===== src/rtl/touch_pkg.sv =====
// Shared types and constants for the touch-panel region decoder.
package touch_pkg;

    localparam int MAX_COORD_W = 16;

    localparam logic BANK_NORMAL = 1'b0;
    localparam logic BANK_BATTLE = 1'b1;

    typedef enum logic [1:0] {
        IDLE,
        ARMING,
        HELD
    } state_t;

    // Bounds are stored zero-extended to MAX_COORD_W so one record type serves every COORD_W.
    typedef struct packed {
        logic                   en;
        logic [MAX_COORD_W-1:0] xmin;
        logic [MAX_COORD_W-1:0] xmax;
        logic [MAX_COORD_W-1:0] ymin;
        logic [MAX_COORD_W-1:0] ymax;
    } region_t;

    function automatic int idx_width(input int n);
        return (n > 1) ? $clog2(n) : 1;
    endfunction

endpackage


===== src/rtl/touch_region_decoder_if.sv =====
// Sample, region-table configuration and result signals of the touch region decoder.
interface touch_region_decoder_if
    import touch_pkg::*;
#(
    parameter int COORD_W   = 8,
    parameter int N_REGIONS = 4
);
    localparam int IDX_W = idx_width(N_REGIONS);

    logic               mode;
    logic               touch_valid;
    logic               touch_pen;
    logic [COORD_W-1:0] touch_x;
    logic [COORD_W-1:0] touch_y;

    logic               cfg_we;
    logic               cfg_bank;
    logic [IDX_W-1:0]   cfg_idx;
    logic               cfg_en;
    logic [COORD_W-1:0] cfg_xmin;
    logic [COORD_W-1:0] cfg_xmax;
    logic [COORD_W-1:0] cfg_ymin;
    logic [COORD_W-1:0] cfg_ymax;

    logic [N_REGIONS-1:0] dir;
    logic [IDX_W-1:0]     hit_idx;
    logic                 press;
    // "release" is a reserved word, hence the suffix.
    logic                 release_pulse;

    modport master (
        output mode, touch_valid, touch_pen, touch_x, touch_y,
        output cfg_we, cfg_bank, cfg_idx, cfg_en, cfg_xmin, cfg_xmax, cfg_ymin, cfg_ymax,
        input  dir, hit_idx, press, release_pulse
    );

    modport slave (
        input  mode, touch_valid, touch_pen, touch_x, touch_y,
        input  cfg_we, cfg_bank, cfg_idx, cfg_en, cfg_xmin, cfg_xmax, cfg_ymin, cfg_ymax,
        output dir, hit_idx, press, release_pulse
    );

endinterface


===== src/rtl/touch_region_match.sv =====
// Combinational strict-bounds hit test over one bank, lowest index wins.
module touch_region_match
    import touch_pkg::*;
#(
    parameter int N_REGIONS = 4,
    parameter int IDX_W     = 2
) (
    input  region_t                regions [N_REGIONS],
    input  logic [MAX_COORD_W-1:0] x,
    input  logic [MAX_COORD_W-1:0] y,
    output logic                   hit,
    output logic [IDX_W-1:0]       idx
);

    logic [N_REGIONS-1:0] hits;

    always_comb begin
        hits = '0;
        for (int i = 0; i < N_REGIONS; i++) begin
            hits[i] = regions[i].en
                   && (x > regions[i].xmin) && (x < regions[i].xmax)
                   && (y > regions[i].ymin) && (y < regions[i].ymax);
        end
    end

    // Scan downward so the lowest matching index is the last one written.
    always_comb begin
        hit = 1'b0;
        idx = '0;
        for (int i = N_REGIONS - 1; i >= 0; i--) begin
            if (hits[i]) begin
                hit = 1'b1;
                idx = IDX_W'(i);
            end
        end
    end

endmodule


===== src/rtl/touch_region_decoder.sv =====
// Debounced touch region decoder: two-bank region table, press/release FSM, registered outputs.
module touch_region_decoder
    import touch_pkg::*;
#(
    parameter int COORD_W   = 8,
    parameter int N_REGIONS = 4,
    parameter int DEBOUNCE  = 4
) (
    input logic                   clk,
    input logic                   rst,
    touch_region_decoder_if.slave bus
);

    localparam int IDX_W = idx_width(N_REGIONS);
    localparam int CNT_W = $clog2(DEBOUNCE + 1);

    region_t bank_normal [N_REGIONS];
    region_t bank_battle [N_REGIONS];
    region_t bank_sel    [N_REGIONS];
    region_t new_entry;
    logic    cfg_ok;

    assign cfg_ok    = ({1'b0, bus.cfg_idx} < (IDX_W + 1)'(N_REGIONS));
    assign new_entry = '{
        en:   bus.cfg_en,
        xmin: MAX_COORD_W'(bus.cfg_xmin),
        xmax: MAX_COORD_W'(bus.cfg_xmax),
        ymin: MAX_COORD_W'(bus.cfg_ymin),
        ymax: MAX_COORD_W'(bus.cfg_ymax)
    };

    always_ff @(posedge clk or posedge rst) begin
        if (rst) begin
            for (int i = 0; i < N_REGIONS; i++) begin
                bank_normal[i] <= '0;
                bank_battle[i] <= '0;
            end
        end else if (bus.cfg_we && cfg_ok) begin
            if (bus.cfg_bank == BANK_NORMAL) begin
                bank_normal[bus.cfg_idx] <= new_entry;
            end else begin
                bank_battle[bus.cfg_idx] <= new_entry;
            end
        end
    end

    always_comb begin
        for (int i = 0; i < N_REGIONS; i++) begin
            bank_sel[i] = (bus.mode == BANK_BATTLE) ? bank_battle[i] : bank_normal[i];
        end
    end

    logic             match_hit;
    logic [IDX_W-1:0] match_idx;
    logic             sample_hit;

    touch_region_match #(
        .N_REGIONS (N_REGIONS),
        .IDX_W     (IDX_W)
    ) u_match (
        .regions (bank_sel),
        .x       (MAX_COORD_W'(bus.touch_x)),
        .y       (MAX_COORD_W'(bus.touch_y)),
        .hit     (match_hit),
        .idx     (match_idx)
    );

    assign sample_hit = bus.touch_pen && match_hit;

    function automatic logic [N_REGIONS-1:0] onehot(input logic [IDX_W-1:0] k);
        logic [N_REGIONS-1:0] v;
        for (int i = 0; i < N_REGIONS; i++) begin
            v[i] = (IDX_W'(i) == k);
        end
        return v;
    endfunction

    state_t               state, state_n;
    logic [IDX_W-1:0]     cand, cand_n;
    logic [CNT_W-1:0]     cnt, cnt_n, cnt_inc;
    logic                 at_limit;
    logic                 mode_q;
    logic [N_REGIONS-1:0] dir_q, dir_n;
    logic [IDX_W-1:0]     hit_idx_q, hit_idx_n;
    logic                 press_q, press_n;
    logic                 release_q, release_n;

    assign cnt_inc  = cnt + CNT_W'(1);
    assign at_limit = (cnt_inc == CNT_W'(DEBOUNCE));

    always_ff @(posedge clk or posedge rst) begin
        if (rst) begin
            state     <= IDLE;
            cand      <= '0;
            cnt       <= '0;
            mode_q    <= 1'b0;
            dir_q     <= '0;
            hit_idx_q <= '0;
            press_q   <= 1'b0;
            release_q <= 1'b0;
        end else begin
            state     <= state_n;
            cand      <= cand_n;
            cnt       <= cnt_n;
            mode_q    <= bus.mode;
            dir_q     <= dir_n;
            hit_idx_q <= hit_idx_n;
            press_q   <= press_n;
            release_q <= release_n;
        end
    end

    // In HELD, cnt counts consecutive samples that do not match the committed region.
    always_comb begin
        state_n   = state;
        cand_n    = cand;
        cnt_n     = cnt;
        dir_n     = dir_q;
        hit_idx_n = hit_idx_q;
        press_n   = 1'b0;
        release_n = 1'b0;

        if (bus.mode != mode_q) begin
            state_n = IDLE;
            cnt_n   = '0;
            if (state == HELD) begin
                release_n = 1'b1;
                dir_n     = '0;
                hit_idx_n = '0;
            end
        end else if (bus.touch_valid) begin
            case (state)
                IDLE: begin
                    if (sample_hit) begin
                        cand_n = match_idx;
                        cnt_n  = CNT_W'(1);
                        if (DEBOUNCE == 1) begin
                            state_n   = HELD;
                            cnt_n     = '0;
                            press_n   = 1'b1;
                            dir_n     = onehot(match_idx);
                            hit_idx_n = match_idx;
                        end else begin
                            state_n = ARMING;
                        end
                    end
                end
                ARMING: begin
                    if (sample_hit && (match_idx == cand)) begin
                        if (at_limit) begin
                            state_n   = HELD;
                            cnt_n     = '0;
                            press_n   = 1'b1;
                            dir_n     = onehot(cand);
                            hit_idx_n = cand;
                        end else begin
                            cnt_n = cnt_inc;
                        end
                    end else if (sample_hit) begin
                        cand_n = match_idx;
                        cnt_n  = CNT_W'(1);
                    end else begin
                        state_n = IDLE;
                        cnt_n   = '0;
                    end
                end
                HELD: begin
                    if (sample_hit && (match_idx == cand)) begin
                        cnt_n = '0;
                    end else if (at_limit) begin
                        state_n   = IDLE;
                        cnt_n     = '0;
                        release_n = 1'b1;
                        dir_n     = '0;
                        hit_idx_n = '0;
                    end else begin
                        cnt_n = cnt_inc;
                    end
                end
                default: begin
                    state_n = IDLE;
                    cnt_n   = '0;
                end
            endcase
        end
    end

    assign bus.dir           = dir_q;
    assign bus.hit_idx       = hit_idx_q;
    assign bus.press         = press_q;
    assign bus.release_pulse = release_q;

endmodule


===== src/flat_wrapper.sv =====
// flat-port wrapper written by rule: the top's interface ports become plain ports
module touch_region_decoder_flat import touch_pkg::*;
#(
    parameter int COORD_W   = 8,
    parameter int N_REGIONS = 4,
    parameter int DEBOUNCE  = 4
)
  (clk, rst, bus_mode, bus_touch_valid, bus_touch_pen, bus_touch_x, bus_touch_y, bus_cfg_we, bus_cfg_bank, bus_cfg_idx, bus_cfg_en, bus_cfg_xmin, bus_cfg_xmax, bus_cfg_ymin, bus_cfg_ymax, bus_dir, bus_hit_idx, bus_press, bus_release_pulse);
  touch_region_decoder_if #(.COORD_W(COORD_W), .N_REGIONS(N_REGIONS)) bus_i ();
  input logic clk;
  input logic rst;
  input wire logic [$bits(bus_i.mode)-1:0] bus_mode;
  input wire logic [$bits(bus_i.touch_valid)-1:0] bus_touch_valid;
  input wire logic [$bits(bus_i.touch_pen)-1:0] bus_touch_pen;
  input wire logic [$bits(bus_i.touch_x)-1:0] bus_touch_x;
  input wire logic [$bits(bus_i.touch_y)-1:0] bus_touch_y;
  input wire logic [$bits(bus_i.cfg_we)-1:0] bus_cfg_we;
  input wire logic [$bits(bus_i.cfg_bank)-1:0] bus_cfg_bank;
  input wire logic [$bits(bus_i.cfg_idx)-1:0] bus_cfg_idx;
  input wire logic [$bits(bus_i.cfg_en)-1:0] bus_cfg_en;
  input wire logic [$bits(bus_i.cfg_xmin)-1:0] bus_cfg_xmin;
  input wire logic [$bits(bus_i.cfg_xmax)-1:0] bus_cfg_xmax;
  input wire logic [$bits(bus_i.cfg_ymin)-1:0] bus_cfg_ymin;
  input wire logic [$bits(bus_i.cfg_ymax)-1:0] bus_cfg_ymax;
  output wire logic [$bits(bus_i.dir)-1:0] bus_dir;
  output wire logic [$bits(bus_i.hit_idx)-1:0] bus_hit_idx;
  output wire logic [$bits(bus_i.press)-1:0] bus_press;
  output wire logic [$bits(bus_i.release_pulse)-1:0] bus_release_pulse;
  assign bus_i.mode = bus_mode;
  assign bus_i.touch_valid = bus_touch_valid;
  assign bus_i.touch_pen = bus_touch_pen;
  assign bus_i.touch_x = bus_touch_x;
  assign bus_i.touch_y = bus_touch_y;
  assign bus_i.cfg_we = bus_cfg_we;
  assign bus_i.cfg_bank = bus_cfg_bank;
  assign bus_i.cfg_idx = bus_cfg_idx;
  assign bus_i.cfg_en = bus_cfg_en;
  assign bus_i.cfg_xmin = bus_cfg_xmin;
  assign bus_i.cfg_xmax = bus_cfg_xmax;
  assign bus_i.cfg_ymin = bus_cfg_ymin;
  assign bus_i.cfg_ymax = bus_cfg_ymax;
  assign bus_dir = bus_i.dir;
  assign bus_hit_idx = bus_i.hit_idx;
  assign bus_press = bus_i.press;
  assign bus_release_pulse = bus_i.release_pulse;
  touch_region_decoder #(.COORD_W(COORD_W), .N_REGIONS(N_REGIONS), .DEBOUNCE(DEBOUNCE)) u_core (.clk(clk), .rst(rst), .bus(bus_i));
endmodule

===== config.mk =====
export PLATFORM = sky130hd
export DESIGN_NAME = touch_region_decoder_flat
export DESIGN_NICKNAME = d
export VERILOG_FILES = /design/src/rtl/touch_pkg.sv /design/src/rtl/touch_region_decoder_if.sv /design/src/rtl/touch_region_match.sv /design/src/rtl/touch_region_decoder.sv /design/src/flat_wrapper.sv
export SDC_FILE = /design/constraint.sdc
export NUM_CORES = 1
export LEC_CHECK = 0
export CAP_MARGIN = 20
export CORE_MARGIN = 4
export CORE_UTILIZATION = 61
export DETAILED_ROUTE_END_ITERATION = 8
export PLACE_DENSITY = 0.8
export SLEW_MARGIN = 0
export SYNTH_ARGS = -nofsm -noshare
export SYNTH_HDL_FRONTEND = slang
export SYNTH_SLANG_ARGS = --single-unit

===== constraint.sdc =====
create_clock -name clk -period 14 [get_ports clk]
set_clock_uncertainty 0.15 [all_clocks]
set_input_delay 2.8 -clock clk [delete_from_list [all_inputs] [get_ports clk]]
set_output_delay 2.8 -clock clk [all_outputs]
set_load 0.05 [all_outputs]

==> impl_metrics.json <==
{
  "worstSetupPathType": "in2reg",
  "synth_edf_count": 0,
  "ys_async_sr_fraction_pct": 100,
  "final_cells": 1529,
  "stdcell_area_um2": 16800,
  "cp-start-kind": "primary input",
  "cts_tree": "yes",
  "cts_num_sinks": 280,
  "syn-cell-area_um2": 14800,
  "holdCritPathClass": "reg2reg",
  "grt_max_degree": 132,
  "first_global_vias": 10200,
  "whs_endpoint": "u_core.bus.hit_idx[0]",
  "synth_cell_types": 55,
  "syn_to_final_growth_pct": 13.9,
  "cp_max_fo": 84,
  "busiest_layer": "met2",
  "maxSlewHeadroom_pct": 25.0,
  "yosysMostFrequentCell": "dfrtp_1",
  "rsz0062_at_grt": "false",
  "synth_top_area_share_pct": 47.5,
  "num_vias": 9560,
  "setup_violations": 0,
  "cts.path.max_buffers": 3,
  "drt-pass1-iter-count": 7,
  "crit_family": "buffers and inverters",
  "antenna_found_initial": 0,
  "nFillCells": 1671,
  "slew_violations": 0,
  "slowest_delay_ns": 0.83,
  "wl_per_cell_um": 22.6,
  "dieArea_um2": 26700,
  "synthCells": 1120,
  "dp.cells": 1472,
  "grt_util_met1_pct": 37.1,
  "layout-drive-gt1-share_pct": 29.8,
  "fmax_mhz": 136,
  "maxCapViolCount": 0,
  "use_met3_pct": 4.04,
  "core_area_um2": 23600,
  "insertion_delay_ns": 0.55,
  "routed_wl_um": 34600,
  "ys_seq_area_share_pct": 47.5,
  "hp-start": "u_core.bus.hit_idx[0]",
  "first_iter_violations": 625,
  "tns_ns": 0,
  "cpMaxStageDelayCell": "buf_4",
  "synth_top_cell_by_area": "dfrtp_1",
  "grtUsageTotal_pct": 26.5,
  "synth_nets": 1305,
  "grt.overflow.total": 0,
  "grt_first_pass_wirelength_um": 55800,
  "post_cts_buffers": 0,
  "ant_nets": 0,
  "powerDensity_nw_per_um2": 147,
  "final_hold_viol_count": 0,
  "r2r_slack_ns": 9.86,
  "avgSynthCellArea_um2": 13.2,
  "period_minus_slack_ns": 7.37,
  "clock_tree.root_cell": "clkbuf_16",
  "yosys-top-cells-area": "dfrtp_1, mux2_2, ha_1",
  "place_area_um2": 15700,
  "reg2reg_from": "u_core.bank_battle[167]",
  "whs_path_depth": 1,
  "p_leak_nw": 7.55,
  "place.gp.congestion": 0.861,
  "die_w_um": 164,
  "whs_ns": 0.332,
  "cts.repair.resized": 0,
  "timing.rr.end": "u_core.state[1]",
  "required_ns": 14.32,
  "path_cells": "buf_6 > buf_4 > mux2_2 > ha_1 > nand4_1 > nor2_1 > a311oi_1 > nand3_1 > nor4_1 > o21ba_2 > o22a_1 > o21ai_1 > a2111oi_2 > mux2i_1",
  "pin_count": 66,
  "cts.clk_slew.worst_paths_ns": 0.06,
  "synth_top_flop_cell": "dfrtp_1",
  "portBuffers": 65,
  "fp.dieH_um": 164,
  "cp-end-kind": "flip-flop",
  "yosys_warnings": 0,
  "ys_ff_latch": 280,
  "ir_drop_uv": 91.7,
  "vias_per_cell": 6.25,
  "timing.final.crit_share_pct": 52.6,
  "n_antenna_cell": 0,
  "status": "finished, final reports clean",
  "r2r_cells": 12,
  "start_util_pct": 62.5,
  "met2_usage_pct": 43.1,
  "drcViolationCount": 0,
  "crit_arrival_ns": 7.68,
  "tightestPinTransition_ns": 1.13,
  "cts_buffers": 30,
  "h-tree-depth": 1,
  "holdBufCountCts": 0,
  "num_rows": 56,
  "hpwl_um": 22700,
  "path_buf_inv": 2,
  "yosys-top-cells-count": "dfrtp_1, mux2_2, ha_1",
  "final_nets": 1371
}
-- cell usage in the layout (no fill, tap or decap), types with 4 or more instances in the layout --
cell type	Yosys	layout
dfrtp_1	280	280
mux2_2	278	278
ha_1	127	127
mux2i_1	123	123
clkdlybuf4s50_1	0	64
nor2_1	33	33
a21oi_1	32	32
clkbuf_16	0	31
nand4_1	24	24
nand2_1	22	22
o21ai_0	16	16
nand3_1	15	15
o211ai_1	12	12
nor2b_1	11	11
inv_1	12	11
buf_4	0	11
a211oi_1	9	9
clkinv_2	0	8
o21a_1	7	7
a21o_1	7	7
clkbuf_8	0	7
nor4_1	5	5
nor3_2	2	4
a31oi_1	4	4
clkbuf_1	30	4
-- worst max-delay path by stage --
stage	startpoint	endpoint	cells after the start
6_report	bus_mode	u_core.state[1]	14
3_3_place_gp	bus_mode	u_core.state[0]	14
5_1_grt	bus_mode	u_core.state[1]	14
4_1_cts	bus_mode	u_core.state[1]	14
3_5_place_dp	bus_mode	u_core.state[1]	14
2_1_floorplan	rst	u_core.bank_battle[0]	1
-- registers in the layout, indices dropped and copies added (netlist names) --
signal                    cells
u_core.bank_battle          132
u_core.bank_normal          132
u_core.bus.dir                4
u_core.bus.hit_idx            2
u_core.bus.press              1
u_core.bus.release_pulse      1
u_core.cand                   2
u_core.cnt                    3
u_core.mode_q                 1
u_core.state                  2
-- area by class of cell --
cell class | count | area, um^2 | share of cell area, %
inverters | 12 | 52.6 | 0.313
clock inverters | 14 | 154 | 0.916
well taps | 319 | 399 | 2.37
repair buffers | 77 | 762 | 4.53
multi-input cells | 785 | 7550 | 44.9
flip-flops and latches | 280 | 7010 | 41.7
clock buffers | 42 | 887 | 5.28
-- through the flow --
| step | total power, W | utilization [%] | setup slack, ns |
|---|---|---|---|
| floorplan | 0.00148 | - | 3.33 |
| global placement | 0.00162 | 66.7 | 6.16 |
| detailed placement | 0.00166 | 66.7 | 6.00 |
| CTS | 0.00249 | 71.1 | 6.57 |
| global route | 0.00261 | 71.2 | 6.24 |
| finish | 0.00248 | 71.2 | 6.63 |
-- cells by family after synthesis --
logic type	count (synthesis)	synth area share [%]
buffers and inverters	55	1.50
multiplexers	403	29.8
AND/OR/NAND/NOR	131	4.69
adder cells (fa/ha/maj)	127	10.8
AO/OA/AOI/OAI	122	5.67
flip-flops	280	47.5
XOR/XNOR	2	0.119
-- power by group --
part	switching [W]	internal, W
clock	0.000325	0.000496
sequential	0.0000904	0.000981
combinational	0.000286	0.000296
-- per-layer routing --
layer  share of wire, %  vias up  wire length (um)
met5                  0        -                 0
met4                3.2        0              1110
met3                4.4       69              1510
met2                 47      204             16100
met1                 46     4953             15800
li1                   -     4334                 -
No activity file was read; power rests on OpenSTA's default activity.
